===== config.mk =====
export PLATFORM = sky130hd
export DESIGN_NAME = btn_event_detect_flat
export DESIGN_NICKNAME = d
export VERILOG_FILES = /design/src/rtl/present_pkg.sv /design/src/rtl/btn_event_detect_if.sv /design/src/rtl/btn_debounce.sv /design/src/rtl/btn_event_detect.sv /design/src/flat_wrapper.sv
export SDC_FILE = /design/constraint.sdc
export NUM_CORES = 1
export LEC_CHECK = 0
export ABC_AREA = 1
export BUFFER_PORTS_ARGS = -buffer_cell sky130_fd_sc_hd__buf_2
export CELL_PAD_IN_SITES_DETAIL_PLACEMENT = 1
export CELL_PAD_IN_SITES_GLOBAL_PLACEMENT = 1
export CORE_AREA = 3 3 171 173
export CTS_BUF_LIST = sky130_fd_sc_hd__clkbuf_16
export DETAILED_ROUTE_END_ITERATION = 12
export DIE_AREA = 0 0 174 176
export GPL_TIMING_DRIVEN = 0
export PLACE_DENSITY = 0.87
export SLEW_MARGIN = 20
export SYNTH_ARGS = -nofsm -noshare
export SYNTH_HDL_FRONTEND = slang
export SYNTH_SLANG_ARGS = --single-unit
export TNS_END_PERCENT = 100

===== constraint.sdc =====
create_clock -name clk -period 4.3 [get_ports clk]
set_input_delay 0.43 -clock clk [delete_from_list [all_inputs] [get_ports clk]]
set_output_delay 0.43 -clock clk [all_outputs]
set_load 0.01 [all_outputs]

===== src/rtl/present_pkg.sv =====
// Shared constants for the present board: event FSM state encoding and
// default 50 MHz timing for the push-button front end.
package present_pkg;

  localparam logic [2:0] ST_IDLE   = 3'd0;
  localparam logic [2:0] ST_PRESS  = 3'd1;
  localparam logic [2:0] ST_LONG   = 3'd2;
  localparam logic [2:0] ST_WAIT   = 3'd3;
  localparam logic [2:0] ST_PRESS2 = 3'd4;

  typedef enum logic [2:0] {
    S_IDLE   = ST_IDLE,
    S_PRESS  = ST_PRESS,
    S_LONG   = ST_LONG,
    S_WAIT   = ST_WAIT,
    S_PRESS2 = ST_PRESS2
  } ev_state_t;

  localparam int DEF_DEBOUNCE_CYCLES = 500_000;     // 10 ms
  localparam int DEF_LONG_CYCLES     = 50_000_000;  // 1 s
  localparam int DEF_DCLICK_CYCLES   = 15_000_000;  // 300 ms

  function automatic int max_int(input int a, input int b);
    return (a > b) ? a : b;
  endfunction

endpackage


===== src/rtl/btn_event_detect_if.sv =====
// Button front-end bundle: raw pins in, clean levels and event pulses out.
interface btn_event_detect_if #(
  parameter int CHANNELS = 4
);
  logic [CHANNELS-1:0] btn_raw;
  logic [CHANNELS-1:0] btn_level;
  logic [CHANNELS-1:0] press_pulse;
  logic [CHANNELS-1:0] release_pulse;
  logic [CHANNELS-1:0] short_pulse;
  logic [CHANNELS-1:0] double_pulse;
  logic [CHANNELS-1:0] long_pulse;
  logic [CHANNELS-1:0] hold;

  modport master (
    output btn_raw,
    input  btn_level, press_pulse, release_pulse,
    input  short_pulse, double_pulse, long_pulse, hold
  );

  modport slave (
    input  btn_raw,
    output btn_level, press_pulse, release_pulse,
    output short_pulse, double_pulse, long_pulse, hold
  );
endinterface


===== src/rtl/btn_debounce.sv =====
// One button channel: 2-flop synchroniser plus stability counter.
// press_evt/release_evt announce the edge that updates stable and the pulses.
module btn_debounce #(
  parameter bit ACTIVE_LOW      = 1'b1,
  parameter int DEBOUNCE_CYCLES = 500_000
) (
  input  logic clk,
  input  logic rst_b,
  input  logic raw,
  output logic level,
  output logic press_pulse,
  output logic release_pulse,
  output logic press_evt,
  output logic release_evt
);

  localparam logic           IDLE_LVL = ACTIVE_LOW;
  localparam int             DW       = $clog2(DEBOUNCE_CYCLES + 1);
  localparam logic [DW-1:0]  DB_LAST  = DW'(DEBOUNCE_CYCLES - 1);

  logic          sync1;
  logic          sync2;
  logic          stable;
  logic [DW-1:0] cnt;
  logic          accept;

  assign accept      = (sync2 != stable) && (cnt == DB_LAST);
  assign press_evt   = accept && (sync2 != IDLE_LVL);
  assign release_evt = accept && (sync2 == IDLE_LVL);
  assign level       = (stable != IDLE_LVL);

  // Synchroniser and stable level reset to the idle pin level so that reset
  // never looks like a press.
  always_ff @(posedge clk or negedge rst_b) begin
    if (!rst_b) begin
      sync1         <= IDLE_LVL;
      sync2         <= IDLE_LVL;
      stable        <= IDLE_LVL;
      cnt           <= '0;
      press_pulse   <= 1'b0;
      release_pulse <= 1'b0;
    end else begin
      sync1         <= raw;
      sync2         <= sync1;
      press_pulse   <= press_evt;
      release_pulse <= release_evt;
      if (sync2 == stable) begin
        cnt <= '0;
      end else if (accept) begin
        stable <= sync2;
        cnt    <= '0;
      end else begin
        cnt <= cnt + DW'(1);
      end
    end
  end

endmodule


===== src/rtl/btn_event_detect.sv =====
// Multi-channel push-button front end: debounce plus click / double-click /
// long-press classification, one independent slice per channel.
//
// state  | meaning
// IDLE   | released, no pending click
// PRESS  | first press held, timing toward long press
// LONG   | long press reported, hold asserted until release
// WAIT   | released after a click, waiting for a possible second press
// PRESS2 | second press of a double click held
module btn_event_detect
  import present_pkg::*;
#(
  parameter int CHANNELS        = 4,
  parameter bit ACTIVE_LOW      = 1'b1,
  parameter int DEBOUNCE_CYCLES = DEF_DEBOUNCE_CYCLES,
  parameter int LONG_CYCLES     = DEF_LONG_CYCLES,
  parameter int DCLICK_CYCLES   = DEF_DCLICK_CYCLES
) (
  input  logic               clk,
  input  logic               rst,
  btn_event_detect_if.slave  bus
);

  localparam int            TW        = $clog2(max_int(LONG_CYCLES, DCLICK_CYCLES) + 1);
  localparam logic [TW-1:0] LONG_LAST = TW'(LONG_CYCLES - 1);
  localparam logic [TW-1:0] DC_LAST   = TW'((DCLICK_CYCLES > 0) ? DCLICK_CYCLES - 1 : 0);

  for (genvar c = 0; c < CHANNELS; c++) begin : g_ch
    logic          level;
    logic          press_p;
    logic          release_p;
    logic          press_evt;
    logic          release_evt;
    ev_state_t     state;
    ev_state_t     state_nx;
    logic [TW-1:0] cnt;
    logic [TW-1:0] cnt_nx;
    logic          short_nx;
    logic          double_nx;
    logic          long_nx;
    logic          short_q;
    logic          double_q;
    logic          long_q;

    btn_debounce #(
      .ACTIVE_LOW      (ACTIVE_LOW),
      .DEBOUNCE_CYCLES (DEBOUNCE_CYCLES)
    ) u_db (
      .clk           (clk),
      .rst_b         (rst),
      .raw           (bus.btn_raw[c]),
      .level         (level),
      .press_pulse   (press_p),
      .release_pulse (release_p),
      .press_evt     (press_evt),
      .release_evt   (release_evt)
    );

    // The FSM reacts to the same edge that raises press/release pulses, so
    // short/double/long land exactly on their nominal cycles.
    always_comb begin
      state_nx  = state;
      cnt_nx    = cnt;
      short_nx  = 1'b0;
      double_nx = 1'b0;
      long_nx   = 1'b0;
      unique case (state)
        S_IDLE: begin
          if (press_evt) state_nx = S_PRESS;
        end
        S_PRESS: begin
          if (release_evt) begin
            if (DCLICK_CYCLES == 0) begin
              short_nx = 1'b1;
              state_nx = S_IDLE;
            end else begin
              state_nx = S_WAIT;
            end
          end else if (cnt == LONG_LAST) begin
            long_nx  = 1'b1;
            state_nx = S_LONG;
          end else begin
            cnt_nx = cnt + TW'(1);
          end
        end
        S_LONG: begin
          if (release_evt) state_nx = S_IDLE;
        end
        S_WAIT: begin
          if (press_evt) begin
            state_nx = S_PRESS2;
          end else if (cnt == DC_LAST) begin
            short_nx = 1'b1;
            state_nx = S_IDLE;
          end else begin
            cnt_nx = cnt + TW'(1);
          end
        end
        S_PRESS2: begin
          if (release_evt) begin
            double_nx = 1'b1;
            state_nx  = S_IDLE;
          end else if (cnt == LONG_LAST) begin
            long_nx  = 1'b1;
            state_nx = S_LONG;
          end else begin
            cnt_nx = cnt + TW'(1);
          end
        end
        default: state_nx = S_IDLE;
      endcase
      if (state_nx != state) cnt_nx = '0;
    end

    always_ff @(posedge clk or negedge rst) begin
      if (!rst) begin
        state    <= S_IDLE;
        cnt      <= '0;
        short_q  <= 1'b0;
        double_q <= 1'b0;
        long_q   <= 1'b0;
      end else begin
        state    <= state_nx;
        cnt      <= cnt_nx;
        short_q  <= short_nx;
        double_q <= double_nx;
        long_q   <= long_nx;
      end
    end

    assign bus.btn_level[c]     = level;
    assign bus.press_pulse[c]   = press_p;
    assign bus.release_pulse[c] = release_p;
    assign bus.short_pulse[c]   = short_q;
    assign bus.double_pulse[c]  = double_q;
    assign bus.long_pulse[c]    = long_q;
    assign bus.hold[c]          = (state == S_LONG);
  end

endmodule


===== src/flat_wrapper.sv =====
// flat-port wrapper written by rule: the top's interface ports become plain ports
module btn_event_detect_flat import present_pkg::*;
#(
  parameter int CHANNELS        = 4,
  parameter bit ACTIVE_LOW      = 1'b1,
  parameter int DEBOUNCE_CYCLES = DEF_DEBOUNCE_CYCLES,
  parameter int LONG_CYCLES     = DEF_LONG_CYCLES,
  parameter int DCLICK_CYCLES   = DEF_DCLICK_CYCLES
)
  (clk, rst, bus_btn_raw, bus_btn_level, bus_press_pulse, bus_release_pulse, bus_short_pulse, bus_double_pulse, bus_long_pulse, bus_hold);
  btn_event_detect_if #(.CHANNELS(CHANNELS)) bus_i ();
  input  logic clk;
  input  logic rst;
  input wire logic [$bits(bus_i.btn_raw)-1:0] bus_btn_raw;
  output wire logic [$bits(bus_i.btn_level)-1:0] bus_btn_level;
  output wire logic [$bits(bus_i.press_pulse)-1:0] bus_press_pulse;
  output wire logic [$bits(bus_i.release_pulse)-1:0] bus_release_pulse;
  output wire logic [$bits(bus_i.short_pulse)-1:0] bus_short_pulse;
  output wire logic [$bits(bus_i.double_pulse)-1:0] bus_double_pulse;
  output wire logic [$bits(bus_i.long_pulse)-1:0] bus_long_pulse;
  output wire logic [$bits(bus_i.hold)-1:0] bus_hold;
  assign bus_i.btn_raw = bus_btn_raw;
  assign bus_btn_level = bus_i.btn_level;
  assign bus_press_pulse = bus_i.press_pulse;
  assign bus_release_pulse = bus_i.release_pulse;
  assign bus_short_pulse = bus_i.short_pulse;
  assign bus_double_pulse = bus_i.double_pulse;
  assign bus_long_pulse = bus_i.long_pulse;
  assign bus_hold = bus_i.hold;
  btn_event_detect #(.CHANNELS(CHANNELS), .ACTIVE_LOW(ACTIVE_LOW), .DEBOUNCE_CYCLES(DEBOUNCE_CYCLES), .LONG_CYCLES(LONG_CYCLES), .DCLICK_CYCLES(DCLICK_CYCLES)) u_core (.clk(clk), .rst(rst), .bus(bus_i));
endmodule

## Yosys cells after proc, flatten, opt, wreduce, memory -nomap -nowiden

Index checks and enable logic that the tools add are counted.

- Register bits: 224
- Output and inout bits: 28

- Bitwise logic cells: 12
- Add/subtract/negate cells: 8
- Muxes and demuxes: 96
- Equal/unequal tests: 56
- Reductions and logical operators: 32

Operator list:

| cell | number |
|---|---|
| $mux 26 | 20 |
| $pmux 26 s2 | 4 |
| $mux 19 | 8 |
| $add 26x1->26 const B | 4 |
| $eq 26x24->1 const B | 4 |
| $eq 26x26->1 const B | 4 |
| $mux 3 | 28 |
| $add 19x1->19 const B | 4 |
| $eq 19x19->1 const B | 4 |
| $pmux 3 s5 | 4 |
| $mux 1 | 32 |
| $eq 3x2->1 const B | 8 |
| $ne 3x2->1 const B | 8 |
| $ne 3x3->1 const B | 8 |
| $reduce_and 5->1 | 4 |
| $eq 3x1->1 const B | 4 |
| $eq 3x3->1 const B | 4 |
| $logic_and 1x1->1 | 12 |
| $logic_not 3->1 | 4 |
| $ne 3x3->1 | 4 |
| $not 1->1 | 12 |
| $reduce_bool 3->1 | 4 |
| $reduce_and 2->1 | 4 |
| $reduce_or 2->1 | 4 |
| 2 further kinds | 8 |

## Longest topological paths before layout

- Word-level depth: 8
- Gate-level depth with buffers: 17
- Mapped depth without buffers: 16

## Hierarchy

From an unflattened synthesis, not the netlist that was laid out.

- Cells, all modules: 1,847
- Area, all modules: 13,541.7 um^2

By module, submodules not included:

| module | instances | cells each | area an instance (um^2) | seq. area each (um^2) |
|---|---|---|---|---|
| btn_event_detect | 1 | 1,167 | 8,261.7 | 3,203.1 |
| btn_debounce | 4 | 170 | 1,320.0 | 604.3 |

## Worst setup path after synthesis

No wires, ideal clock.

- Kind: register -> register
- Start point: reg u_core.g_ch[0].u_db.sync2
- End point: reg u_core.g_ch[0].cnt[11]
- Buffers on the path: 1
- Arrival time: 1,895 ps
- Data required time: 4,180 ps
- Cell stages (with the launch flop): 13
- Period minus slack after synthesis: 2,014 ps
- Slack: 2,286 ps
- Cells stage by stage: dfstp_2 xor2_1 nand2_2 nor2_4 nand3_2 nand2_2 nand2_2 nand2_4 inv_2 buf_6 nand2_1 xor2_1 nor2_1

- Longest elaborated chain between the ends: 8
- Elaborated cells on any way between the ends: 19
- Those cells by class: eq/ne: 6; mux: 7; bitwise: 1; reduce/logical: 5

RTL lines:

| element | RTL line | RTL |
|---|---|---|
| start, declared | btn_debounce.sv:22 | `logic sync2;` |
| start signal, assigned | btn_debounce.sv:44 | `sync2 <= sync1;` |
| $ne 1x1->1 | btn_debounce.sv:27 | `assign accept = (sync2 != stable) && (cnt == DB_LAST);` |
| $logic_and 1x1->1 | btn_debounce.sv:27 |  |
| $logic_and 1x1->1 (on tied branches) | btn_debounce.sv:29, btn_debounce.sv:28 |  |
| $mux 3 (on tied branches) | n/a |  |
| $pmux 3 s5 | btn_event_detect.sv:67 | `unique case (state)` |
| $ne 3x3->1 | btn_event_detect.sv:112 | `if (state_nx != state) cnt_nx = '0;` |
| $ne 3x3->1 (no line) (tied with other cells) | n/a |  |
| $reduce_and 5->1 (no line) | n/a |  |
| end signal, assigned | btn_event_detect.sv:124 | `cnt <= cnt_nx;` |
| end, declared | btn_event_detect.sv:36 | `logic [TW-1:0] cnt;` |

Parallel ways exist; a longest one is shown, timed or not.
A chain may end at the register's enable or synchronous reset.

## Worst setup path in the final report

- Start point: reg u_core.g_ch[2].u_db.cnt[0]
- End point: reg u_core.g_ch[2].cnt[11]

- Longest elaborated chain between the ends: 8
- Elaborated cells on any way between the ends: 18
- Those cells by class: eq/ne: 6; mux: 7; reduce/logical: 5

RTL lines:

| element | RTL line | RTL |
|---|---|---|
| start, declared | btn_debounce.sv:24 | `logic [DW-1:0] cnt;` |
| start signal, assigned | btn_debounce.sv:53 | `cnt <= cnt + DW'(1);` |
| $eq 19x19->1 * | btn_debounce.sv:27 |  |
| $logic_and 1x1->1 * | btn_debounce.sv:27 |  |
| $logic_and 1x1->1 (on tied branches) | btn_debounce.sv:29, btn_debounce.sv:28 |  |
| $mux 3 (on tied branches) | n/a |  |
| $pmux 3 s5 | btn_event_detect.sv:67 |  |
| $ne 3x3->1 | btn_event_detect.sv:112 |  |
| $ne 3x3->1 (no line) (tied with other cells) | n/a |  |
| $reduce_and 5->1 (no line) | n/a |  |
| end signal, assigned | btn_event_detect.sv:124 |  |
| end, declared | btn_event_detect.sv:36 |  |

Mark *: on every way between the ends. The rest lies on a longest branch, timed or not.

==> run summary <==
Worst hold slack: 352 ps
Standard-cell rows: 61
First-pass GRT wire length: 57.7 mm
All-layer global routing usage: 0.221
Worst-path clk slew: 60 ps
Count of non-filler cells in the finished layout: 2,120
Maximum number of pins on one net before global-route repair: 94
Final setup vio count: 0
Count of port buffers added during placement: 33
Startpoint of the most critical hold path: u_core.g_ch[2].u_db.sync1
Count of boundary I/O pins: 34
Core footprint: 27,800 sq um
Setup skew after layout: 9.48 ps
Antenna Diode Count: 0
Total of max-cap violations: 0
Filler Cells Inserted: 3,563
Root buffer cell: sky130_fd_sc_hd__clkbuf_16
Register bit total from synthesis: 224
Post-synthesis simple-gate area fraction: 0.345
Layout overhead on the synthesized area: 12.9%
Vias in the first global route: 12,048
PwrDens: 318 nW/um^2
Fin. Hold Viols: 0
Ranking of synthesized cells by instance count: sky130_fd_sc_hd__nand2_1, sky130_fd_sc_hd__nor2_1, sky130_fd_sc_hd__inv_1
TritonCTS Buffers: 26
Cell count after synthesis: 1,656
Launch instance of the worst register-to-register path: u_core.g_ch[2].u_db.cnt[0]
Net count, final: 1,738
Fraction of synthesized cell area in xor and xnor cells: 0.0581
Average detailed-routed wire length per instance: 15.6 microns
Type of the worst setup path: register to register
Crit path cell chain: ha_1 > nand2_1 > nor2_4 > nand2_1 > nor2_2 > nand3_1 > nand3_2 > nand2_1 > nand2_2 > inv_1 > buf_2 > nand2_1 > xor2_1 > nor2_1
Total number of yosys warnings: 0
Kind of capture point of the worst setup path: register
Vias post-DR: 11,103
Starting Density: 0.450
HP Class: register to register
Critical path data required time: 4720 ps
RSZ-0062 raised after global routing: false
Peak supply drop: 301 uV
Most frequent cell after synthesis: sky130_fd_sc_hd__nand2_1
Post-route DRC violation count: 0
Family with the most delay on the worst path: simple AND/OR/NAND/NOR gates
Min-Delay Path Depth: 0
Clock network latency to the later pin of the worst-skew pair: 530 ps
Number of buffers and inverters on the critical path: 2
Summed negative setup slack over all endpoints: 0 ps
Number of nets still failing antenna checks after routing: 0
Number of buffers inserted by post-CTS setup repair: 0
Critical path data arrival time: 3190 ps
Global placer's final weighted congestion: 0.856
Hpwl dp: 23.2 mm
Die extent in y: 176 microns
Worst Hold Path EP: u_core.g_ch[2].u_db.sync2
H-tree depth: 1
Post-DR vias/cell: 5.24
Slowest-stage cell, CP: sky130_fd_sc_hd__dfrtp_1
Antenna violations before repair: 0
Worst slew margin relative to its limit: 0.634
Portion of the post-synthesis area used by sequential elements: 0.449
Cell area after technology mapping: 12,500 sq um
Post-Synthesis Net Count: 1,670
Synthesized-area fraction occupied by adder cells: 0.00800
Maximum clock frequency: 361 MHz
Die area: 30,600 sq um
Critical path's largest stage delay: 390 ps
Share of post-route cells with drive strength above 1: 0.0941
Clock tree from TritonCTS: yes
Starting DRC count in detailed routing: 519
Maximum root-to-sink buffer count: 3
Post-place setup slack: 1650 ps
Synth area leaders: sky130_fd_sc_hd__dfrtp_1, sky130_fd_sc_hd__nand2_1, sky130_fd_sc_hd__nor2_1, sky130_fd_sc_hd__inv_1, sky130_fd_sc_hd__nand3_1
Number of clock sinks seen by CTS: 224
Die outline width: 174 microns
Status: finished, final reports clean
Distinct cells, synth: 44
Number of enable flip-flop cells after synthesis: 0
Routed Wire Length: 33.0 mm
Worst r2r path cells: 14
Worst setup slack for register-to-register paths: 1530 ps
Synth async-reset ratio: 1.00
Main combinational cell family by area after synthesis: simple AND/OR/NAND/NOR gates
Overflow left after global routing: 0
Compound-gate portion of the synthesized area: 0.0426
Worst path depth: 14
Total instance count after detailed placement: 2,069
Share of the synthesized area in the top cell type: 0.424
Top cell type by total area after synthesis: sky130_fd_sc_hd__dfrtp_1
Final setup slack of the worst path: 1530 ps
P_leak: 6.51 nW
Final clock period utilization by the worst path: 0.644
Biggest fanout along the worst timing path: 10
Kind of start point of the critical path: register
Mean cell area of the mapped netlist: 7.55 sq um
Mux share of post-synthesis cell area: 0
Worst-margin pin slew: 545 ps
Initial DRT Pass Iterations: 4
Primary flip-flop cell chosen by synthesis mapping: sky130_fd_sc_hd__dfrtp_1
Period minus WS final: 2770 ps
Most used cell along the critical path: sky130_fd_sc_hd__nand2_1
Final slew viol count: 0
Critical R2R Capture: u_core.g_ch[2].cnt[11]
==> layout by cell type, fill, tap and decap left out, types with 7 or more instances in the layout <==
master,netlist,routed
sky130_fd_sc_hd__nand4_1,66,66
sky130_fd_sc_hd__buf_6,9,9
sky130_fd_sc_hd__nor3_1,69,69
sky130_fd_sc_hd__nand2_1,337,337
sky130_fd_sc_hd__xor2_1,62,62
sky130_fd_sc_hd__nand2_2,8,8
sky130_fd_sc_hd__dfstp_2,12,12
sky130_fd_sc_hd__nor2_1,310,310
sky130_fd_sc_hd__nor2_2,8,8
sky130_fd_sc_hd__xnor2_1,21,21
sky130_fd_sc_hd__buf_2,11,43
sky130_fd_sc_hd__ha_1,8,8
sky130_fd_sc_hd__nor4_1,17,17
sky130_fd_sc_hd__clkbuf_16,0,27
sky130_fd_sc_hd__inv_1,225,230
sky130_fd_sc_hd__nand3_1,109,109
sky130_fd_sc_hd__o21ai_0,38,38
sky130_fd_sc_hd__a21oi_1,31,31
sky130_fd_sc_hd__nor3b_1,17,17
sky130_fd_sc_hd__nand3b_1,7,7
sky130_fd_sc_hd__dfrtp_1,212,212
sky130_fd_sc_hd__buf_4,25,25
==> sequential cells by signal, indices dropped and copies added, names as in the netlist <==
signal / cells
u_core.g_ch.u_db.stable: 4
u_core.g_ch.state: 12
u_core.g_ch.u_db.release_pulse: 4
u_core.g_ch.u_db.press_pulse: 4
u_core.g_ch.u_db.cnt: 76
u_core.g_ch.short_q: 4
u_core.g_ch.u_db.sync2: 4
u_core.g_ch.cnt: 104
u_core.g_ch.u_db.sync1: 4
u_core.g_ch.long_q: 4
u_core.g_ch.double_q: 4
==> timing repair <==
item,in CTS,in global routing
resized for setup,0,0
endpoints found under the setup margin,0,0
hold buffers,5,0
hold endpoints to repair,60,0
==> worst reg2reg max path: stages (launching register included) <==
cell	delay, ps
sky130_fd_sc_hd__dfrtp_1	390
sky130_fd_sc_hd__ha_1	200
sky130_fd_sc_hd__nand2_1	100
sky130_fd_sc_hd__nor2_4	150
sky130_fd_sc_hd__nand2_1	120
sky130_fd_sc_hd__nor2_2	190
sky130_fd_sc_hd__nand3_1	250
sky130_fd_sc_hd__nand3_2	200
sky130_fd_sc_hd__nand2_1	80
sky130_fd_sc_hd__nand2_2	190
sky130_fd_sc_hd__inv_1	160
sky130_fd_sc_hd__buf_2	230
sky130_fd_sc_hd__nand2_1	130
sky130_fd_sc_hd__xor2_1	190
sky130_fd_sc_hd__nor2_1	60
==> kinds of logic (layout without fill, tap and decap cells) <==
family | after synthesis | count (layout)
AOI/OAI and AO/OA | 94 | 94
xor gates and xnor gates | 83 | 83
DFF | 224 | 224
buffers and inverters | 278 | 364
and+or+nand+nor | 969 | 969
adders and majority gates | 8 | 8
==> report_power, final <==
part / switching, mW / leakage [nW] / internal, mW / total [mW]
clock: 0.898 / 0.444 / 1.37 / 2.26
combinational: 0.0713 / 2.99 / 0.0225 / 0.0938
sequential: 0.00945 / 3.08 / 2.12 / 2.13
total: 0.979 / 6.51 / 3.51 / 4.49
==> how the worst max path moves through the flow <==
stage          slack (ps)                        from                      to
3_3_place_gp        -1280                         rst  u_core.g_ch[3].cnt[16]
6_report             1530  u_core.g_ch[2].u_db.cnt[0]  u_core.g_ch[2].cnt[11]
3_5_place_dp         1650  u_core.g_ch[2].u_db.cnt[0]  u_core.g_ch[2].cnt[11]
2_1_floorplan        2290   u_core.g_ch[0].u_db.sync2  u_core.g_ch[0].cnt[11]
5_1_grt              1300  u_core.g_ch[2].u_db.cnt[0]  u_core.g_ch[2].cnt[11]
4_1_cts              1520  u_core.g_ch[2].u_db.cnt[0]  u_core.g_ch[2].cnt[11]
==> per-layer routing <==
layer	vias to the layer above	GRT usage	wire [microns]
met4	0	0.0462	578
met5	-	0	0
met1	5554	0.280	14900
met3	50	0.0245	737
li1	5399	-	-
met2	100	0.407	16800
==> layout make-up <==
type | instances | area (sq um) | share of cell area
Tap cell | 378 | 473 | 0.0335
Sequential cell | 224 | 5620 | 0.398
Multi-Input combinational cell | 1154 | 5670 | 0.402
Clock buffer | 27 | 676 | 0.0478
Inverter | 227 | 852 | 0.0603
Timing Repair Buffer | 40 | 280 | 0.0198
Clock inverter | 19 | 186 | 0.0132
Buffer | 51 | 367 | 0.0260
==> through the flow <==
stage	power (mW)	util	area, sq um
after floorplan	2.20	-	12500
after global placement	2.25	0.473	13100
after global routing	4.65	0.508	14100
after detailed placement	2.26	0.476	13200
after CTS	4.55	0.508	14100
final	4.49	0.508	14100
(Power assumes the default switching activity.)
